### src/rtl/bcd2bin.sv
// Serial packed-BCD to binary converter using reverse double-dabble.
// One shift per SHIFT cycle; an input with a bad digit skips the shifting and reports err.
module bcd2bin #(
  parameter int DIGITS = 3,
  parameter int WIDTH  = 10
) (
  input  logic                  clk,
  input  logic                  rst,
  input  logic                  start,
  input  logic [4*DIGITS-1:0]   bcd,
  output logic                  busy,
  output logic                  done,
  output logic [WIDTH-1:0]      bin,
  output logic                  err
);
  localparam int WW = 4*DIGITS + WIDTH;
  localparam int CW = $clog2(WIDTH + 1);

  localparam logic [1:0] IDLE  = 2'd0;
  localparam logic [1:0] SHIFT = 2'd1;
  localparam logic [1:0] DONE  = 2'd2;

  logic [1:0]       state_q, state_d;
  logic [CW-1:0]    cnt_q, cnt_d;
  logic [WW-1:0]    work_q, work_d;
  logic [WIDTH-1:0] bin_q, bin_d;
  logic             err_q, err_d;
  logic             err_pend_q, err_pend_d;
  logic [WW-1:0]    shifted;
  logic [WW-1:0]    step;
  logic [DIGITS-1:0] digit_bad;

  assign shifted            = work_q >> 1;
  assign step[WIDTH-1:0]    = shifted[WIDTH-1:0];

  // Each digit field is corrected on its own; no borrow crosses a field boundary.
  for (genvar gi = 0; gi < DIGITS; gi++) begin : g_digit
    logic [3:0] field;
    assign field                     = shifted[WIDTH+4*gi +: 4];
    assign step[WIDTH+4*gi +: 4]     = (field >= 4'd8) ? (field - 4'd3) : field;
    assign digit_bad[gi]             = (bcd[4*gi +: 4] > 4'd9);
  end

  always_comb begin
    state_d    = state_q;
    cnt_d      = cnt_q;
    work_d     = work_q;
    bin_d      = bin_q;
    err_d      = err_q;
    err_pend_d = err_pend_q;
    case (state_q)
      IDLE: begin
        // A rejected input spends one quiet cycle here before reporting, with start ignored.
        if (err_pend_q) begin
          err_pend_d = 1'b0;
          bin_d      = '0;
          err_d      = 1'b1;
          state_d    = DONE;
        end else if (start) begin
          work_d = {bcd, {WIDTH{1'b0}}};
          cnt_d  = '0;
          if (|digit_bad) begin
            err_pend_d = 1'b1;
          end else begin
            state_d = SHIFT;
          end
        end
      end
      SHIFT: begin
        if (cnt_q == CW'(WIDTH)) begin
          bin_d   = work_q[WIDTH-1:0];
          err_d   = 1'b0;
          state_d = DONE;
        end else begin
          work_d = step;
          cnt_d  = cnt_q + CW'(1);
        end
      end
      DONE:    state_d = IDLE;
      default: state_d = IDLE;
    endcase
  end

  always_ff @(posedge clk or negedge rst) begin
    if (!rst) begin
      state_q    <= IDLE;
      cnt_q      <= '0;
      work_q     <= '0;
      bin_q      <= '0;
      err_q      <= 1'b0;
      err_pend_q <= 1'b0;
    end else begin
      state_q    <= state_d;
      cnt_q      <= cnt_d;
      work_q     <= work_d;
      bin_q      <= bin_d;
      err_q      <= err_d;
      err_pend_q <= err_pend_d;
    end
  end

  assign busy = (state_q == SHIFT);
  assign done = (state_q == DONE);
  assign bin  = bin_q;
  assign err  = err_q;

endmodule

### config.mk
export PLATFORM = sky130hd
export DESIGN_NAME = bcd2bin
export DESIGN_NICKNAME = d
export VERILOG_FILES = /design/src/rtl/bcd2bin.sv
export SDC_FILE = /design/constraint.sdc
export NUM_CORES = 1
export LEC_CHECK = 0
export CORE_MARGIN = 1.5
export CORE_UTILIZATION = 48
export DETAILED_ROUTE_END_ITERATION = 12
export PLACE_DENSITY = 0.82
export SETUP_SLACK_MARGIN = 0.05
export SLEW_MARGIN = 20
export SYNTH_ARGS = -nofsm -noshare
export SYNTH_HDL_FRONTEND = slang
export SYNTH_SLANG_ARGS = --single-unit
### constraint.sdc
create_clock -name clk -period 1.5 [get_ports clk]
set_input_delay 0.15 -clock clk [delete_from_list [all_inputs] [get_ports clk]]
set_output_delay 0.15 -clock clk [all_outputs]
set_load 0.01 [all_outputs]
Word level (Yosys, flattened, before mapping)
Index checks and enable logic that the tools add are counted.
{"block": "word_totals", "regBits": 40, "out_inout_bits": 13, "elab_cells": 57}
{"block": "op_classes", "n_addsub": 4, "order_cmp": 6, "eq_ne": 10, "mux": 25, "reduce_logical": 6}
{"op": "2-to-1 mux 22 bit", "count": 3}
{"op": "one-hot mux 22 bit (2 select lines)", "count": 1}
{"op": "2-to-1 mux 4 bit", "count": 6}
{"op": "2-to-1 mux 10 bit", "count": 2}
{"op": "one-hot mux 10 bit (2 select lines)", "count": 1}
{"op": "> comparator 4 bit, second input constant", "count": 3}
{"op": "greater-or-equal comparator 4 bit, second input constant", "count": 2}
{"op": "2-to-1 mux 2 bit", "count": 4}
{"op": "!= test 2 bit, second input constant", "count": 4}
{"op": "one-hot mux 4 bit (2 select lines)", "count": 1}
{"op": "subtractor 4 x 2 -> 4 bit, second input constant", "count": 2}
{"op": "!= test 3 bit, second input constant", "count": 2}
{"op": "AND reduction 3 bit", "count": 2}
{"op": "2-to-1 mux 1 bit", "count": 5}
{"op": "adder 4 x 1 -> 4 bit, second input constant", "count": 1}
{"op": "equality test 4 bit, second input constant", "count": 1}
{"op": "greater-or-equal comparator 3 x 4 -> 1 bit, second input constant", "count": 1}
{"op": "one-hot mux 2 bit (2 select lines)", "count": 1}
{"op": "AND reduction 4 bit", "count": 1}
{"op": "subtractor 3 x 2 -> 4 bit, second input constant", "count": 1}
{"op": "OR reduction 3 bit", "count": 1}
{"op": "equality test 2 x 1 -> 1 bit, second input constant", "count": 1}
{"op": "equality test 2 bit, second input constant", "count": 1}
{"op": "zero test 2 bit", "count": 1}
{"op": "3 further kinds", "count": 3}

Depth between registers and ports, before layout
{"block": "logic_depth", "ltp_word": 6, "ltp_mapped": 8, "depth_no_buf": 6}

Worst setup path after synthesis
OpenSTA, ideal clock, no wires.
{"block": "synth_path", "kind": "register to register", "from": "register cnt_q[0]", "to": "register work_q[17]", "arrival_ns": 1.394, "t_required_ns": 1.421, "path_slack_ns": 0.026, "stages_incl_launch_ff": 8, "synth_period_minus_slack_ns": 1.474, "path_cell_list": "dfrtp_1 > inv_1 > ha_1 > nand4b_2 > o211ai_2 > buf_6 > or3_1 > a2bb2oi_1"}
{"block": "synth_between", "elab_chain_cells": 3}
{"element": "start, declared", "line_no": "24", "text": "logic [CW-1:0] cnt_q, cnt_d;"}
{"element": "start signal, assigned", "line_no": "94", "text": "cnt_q <= cnt_d;"}
{"element": "equality test 4 bit", "line_no": "70", "text": "if (cnt_q == CW'(WIDTH)) begin"}
{"element": "!= test 2 bit (no source line)"}
{"element": "AND reduction 4 bit (no source line)"}
{"element": "end signal, assigned", "line_no": "95", "text": "work_q <= work_d;"}
{"element": "end, declared", "line_no": "25", "text": "logic [WW-1:0] work_q, work_d;"}
No other way between the ends.
A chain may end at the register's enable or synchronous reset.

Worst setup path in the final report
{"block": "layout_path", "from": "register cnt_q[0]", "to": "register work_q[14]"}
The elaborated chain is that of the path after synthesis.

==> run_results.csv <==
group,metric,value,unit
run_status,outcome,"finished, violations left",
run_status,violations,"setup timing",
final_layout,nFillCells,245,
synth,synth.largest_area_cell,"dfrtp_1",
synth,syn_avg_cell_area,9.329,um2
setup_path,crit_start,"cnt_q[0]",
final_layout,antenna_cells,0,
grt,grt-busiest-layer,"met2",
setup_path,criticalPathCategory,"reg2reg",
pwr,leakage,0.001321,uW
floorplan,fp.coreArea,0.003744,mm2
clock_network,clk_pin_slew_worst_paths,0.08,ns
timing,slew_headroom,66.58,%
setup_path,endpoint_kind,"flop",
timing,setup_viol,31,
grt,grt.total_usage,26.22,%
synth,ys_seq_elements,40,
timing,worst_pin_slew,0.5012,ns
detailed_routing,ant_nets,0,
detailed_routing,routed_wl,5337,um
pwr,clockPowerShare,16.6,%
floorplan,dieArea,0.004351,mm2
worst_hold_path,holdCritPathClass,"in2async",
final_layout,layout.nets,273,
detailed_routing,vias_per_cell,5.718,
synth,yosysWarnings,0,
clock_network,cts_buffer_depth,2,
clock_network,cts_inserted_buffers,5,
grt,overflow,0,
floorplan,die_y,65.97,um
grt,grtUsageMet1,31.40,%
floorplan,initial_core_util,50.84,%
floorplan,boundaryPins,28,
synth,synth_fp_nets,225,
pwr,p_int,3160,uW
timing,fmax,626.2,MHz
setup_path,rr_worst_depth,9,
synth,synth_area_leaders,"dfrtp_1, o21ai_0, nand2_1, ha_1, mux2i_1",
placed_design,port_buffers,27,
synth,yosysSeqAreaShare,52.60,%
job,drv_cap,0,
pwr,switching_power,2075,uW
pwr,p_total,5235,uW
grt,antenna_found_initial,0,
detailed_routing,vias,1721,
synth,yosysMostFrequentCell,"nand2_1",
synth,async_flop_share,100.0,%
timing,timing.final.crit_share,106.5,%
grt,grtUsageMet2,44.32,%
final_layout,fin_area,0.002784,mm2
placed_design,gp_congestion,0.7495,
detailed_routing,drtIter0Drc,133,
placed_design,post-place-ws,-0.08236,ns
timing,finalCriticalPeriod,1.597,ns
pwr,pwr-share-comb,52.5,%
setup_path,critPathLaunchType,"flop",
timing,rsz0062_at_grt,"true",
synth,synth_top_flop_cell,"dfrtp_1",
final_layout,utilization,74.37,%
clock_network,htree_levels,2,
floorplan,row_count,22,
synth,post-synth-top-area-fraction,52.60,%
clock_network,cts-root-buf,"clkbuf_8",
placed_design,hpwlAfterDp,2646,um
timing,whs,0.4476,ns
timing,setup_ws,-0.09697,ns
synth,synth_area,0.001903,mm2
detailed_routing,first_pass_iters,4,
setup_path,r2r-start,"cnt_q[0]",
grt,grt_pass1_vias,1793,
pwr,ir_drop,0.0009891,V
detailed_routing,drc,0,
clock_network,cts_tree,"done",
setup_path,arrival,1.81,ns
pwr,seq_power_share,30.9,%
pwr,power_density,1881,mW/mm2
grt,grt_max_degree,41,
clock_network,clock-sinks,40,
floorplan,fp.dieW,65.97,um
timing,finalMaxSlewViolations,0,
synth,synth_edf_count,0,
setup_path,worstPathRequired,1.71,ns
setup_path,critPathMaxFanout,8,
final_layout,area_delta_synth_final,46.29,%
clock_network,clk_latency,0.29,ns
pwr,p_sw_share,39.64,%
synth,syn_inst,204,
synth,yosysUniqueCellTypes,31,
placed_design,place_area,0.002301,mm2
synth,yosys-top-cells-count,"nand2_1, o21ai_0, dfrtp_1",
timing,hold_violations,0,
detailed_routing,wl_per_cell,17.73,um
final_layout,drive_gt1_share,28.85,%
grt,grt_pass1_wl,8418,um
grt,grtUsageMet3,5.622,%
timing,fin_worst_skew,0.004037,ns
==> logic make-up after synthesis <==
group | share of synthesized area (%)
AOI/OAI and AO/OA | 16.44
xor gates and xnor gates | 1.841
adders and majority gates | 3.945
buffers and inverters | 5.325
DFF | 52.60
muxes | 3.156
and+or+nand+nor | 16.70
==> layout by cell type (no fill, tap or decap), types with 2 or more instances in the layout <==
master and n:
clkdlybuf4s50_1 24, nand2b_1 3, or3_4 2, nand3_1 4
buf_6 3, a2bb2oi_2 2, buf_12 5, dfrtp_1 40
inv_2 2, o21ai_0 26, o21ai_1 4, xnor2_1 4
buf_4 15, nor2_1 3, ha_1 5, mux2i_1 6
nand2_4 12, clkbuf_8 5, nand2_1 40, o21ai_2 11
a21oi_1 6, nor2b_4 2, clkinvlp_4 2, inv_1 6
==> per-layer routing <==
metal | share of wire [%] | vias up
met5 | 0 | -
met4 | 3.1 | 0
met3 | 4.6 | 19
met2 | 51 | 65
met1 | 41 | 855
li1 | - | 782
==> metrics by stage <==
stage	TNS (ns)	std cells
final	-1.032	301
after global routing	-2.089	301
after CTS	-0.7726	300
after detailed placement	-0.1740	282
after global placement	-0.05129	282
after floorplan	0	204
==> worst max-delay path: stages, from the launching register on <==
cell	delay, ns
dfrtp_1	0.39
inv_2	0.08
ha_4	0.15
nand4b_4	0.14
o211ai_4	0.15
buf_6	0.14
buf_12	0.14
buf_6	0.13
nand2_1	0.07
o21ai_1	0.11
==> layout make-up <==
type,instances,area [um2],area share (%)
multi-input cells,143,1010,36.27
clock inverters,3,42.54,1.528
well taps,48,60.06,2.157
repair buffers,53,564.3,20.27
clock buffers,5,68.82,2.472
flip-flops and latches,40,1001,35.96
inverters,9,37.54,1.348
==> registers in the layout (all words and copies together), names as in the netlist <==
name	count
state_q	2
err	1
err_pend_q	1
work_q	22
bin	10
cnt_q	4
==> timing repair <==
action | 4_1_cts | 5_1_grt
setup endpoints to repair | 13 | 41
pin swaps | 20 | 14
buffers inserted | 6 | 3
cloned | 3 | 0
hold endpoints to repair | 40 | 0
hold buffers | 1 | 0
resized for setup | 50 | 30
==> power groups by stage <==
stage | sequential (uW) | clock [uW] | combinational, uW
4_1_cts | 1560 | 886 | 2520
3_5_place_dp | 1570 | 0 | 1720
2_1_floorplan | 1520 | 0 | 1140
3_3_place_gp | 1560 | 0 | 1670
6_report | 1620 | 870 | 2750
5_1_grt | 1640 | 921 | 2920
==> path summary, 6_finish.rpt <==
check,endpoint,slack (ns)
max,work_q[14],-0.1
min,work_q[15],0.45
max reg2reg,work_q[14],-0.1
min reg2reg,bin[0],0.48
max in group asynchronous,err,0.71
min in group clk,bin[0],0.48
Power figures use the tool's default switching activity.
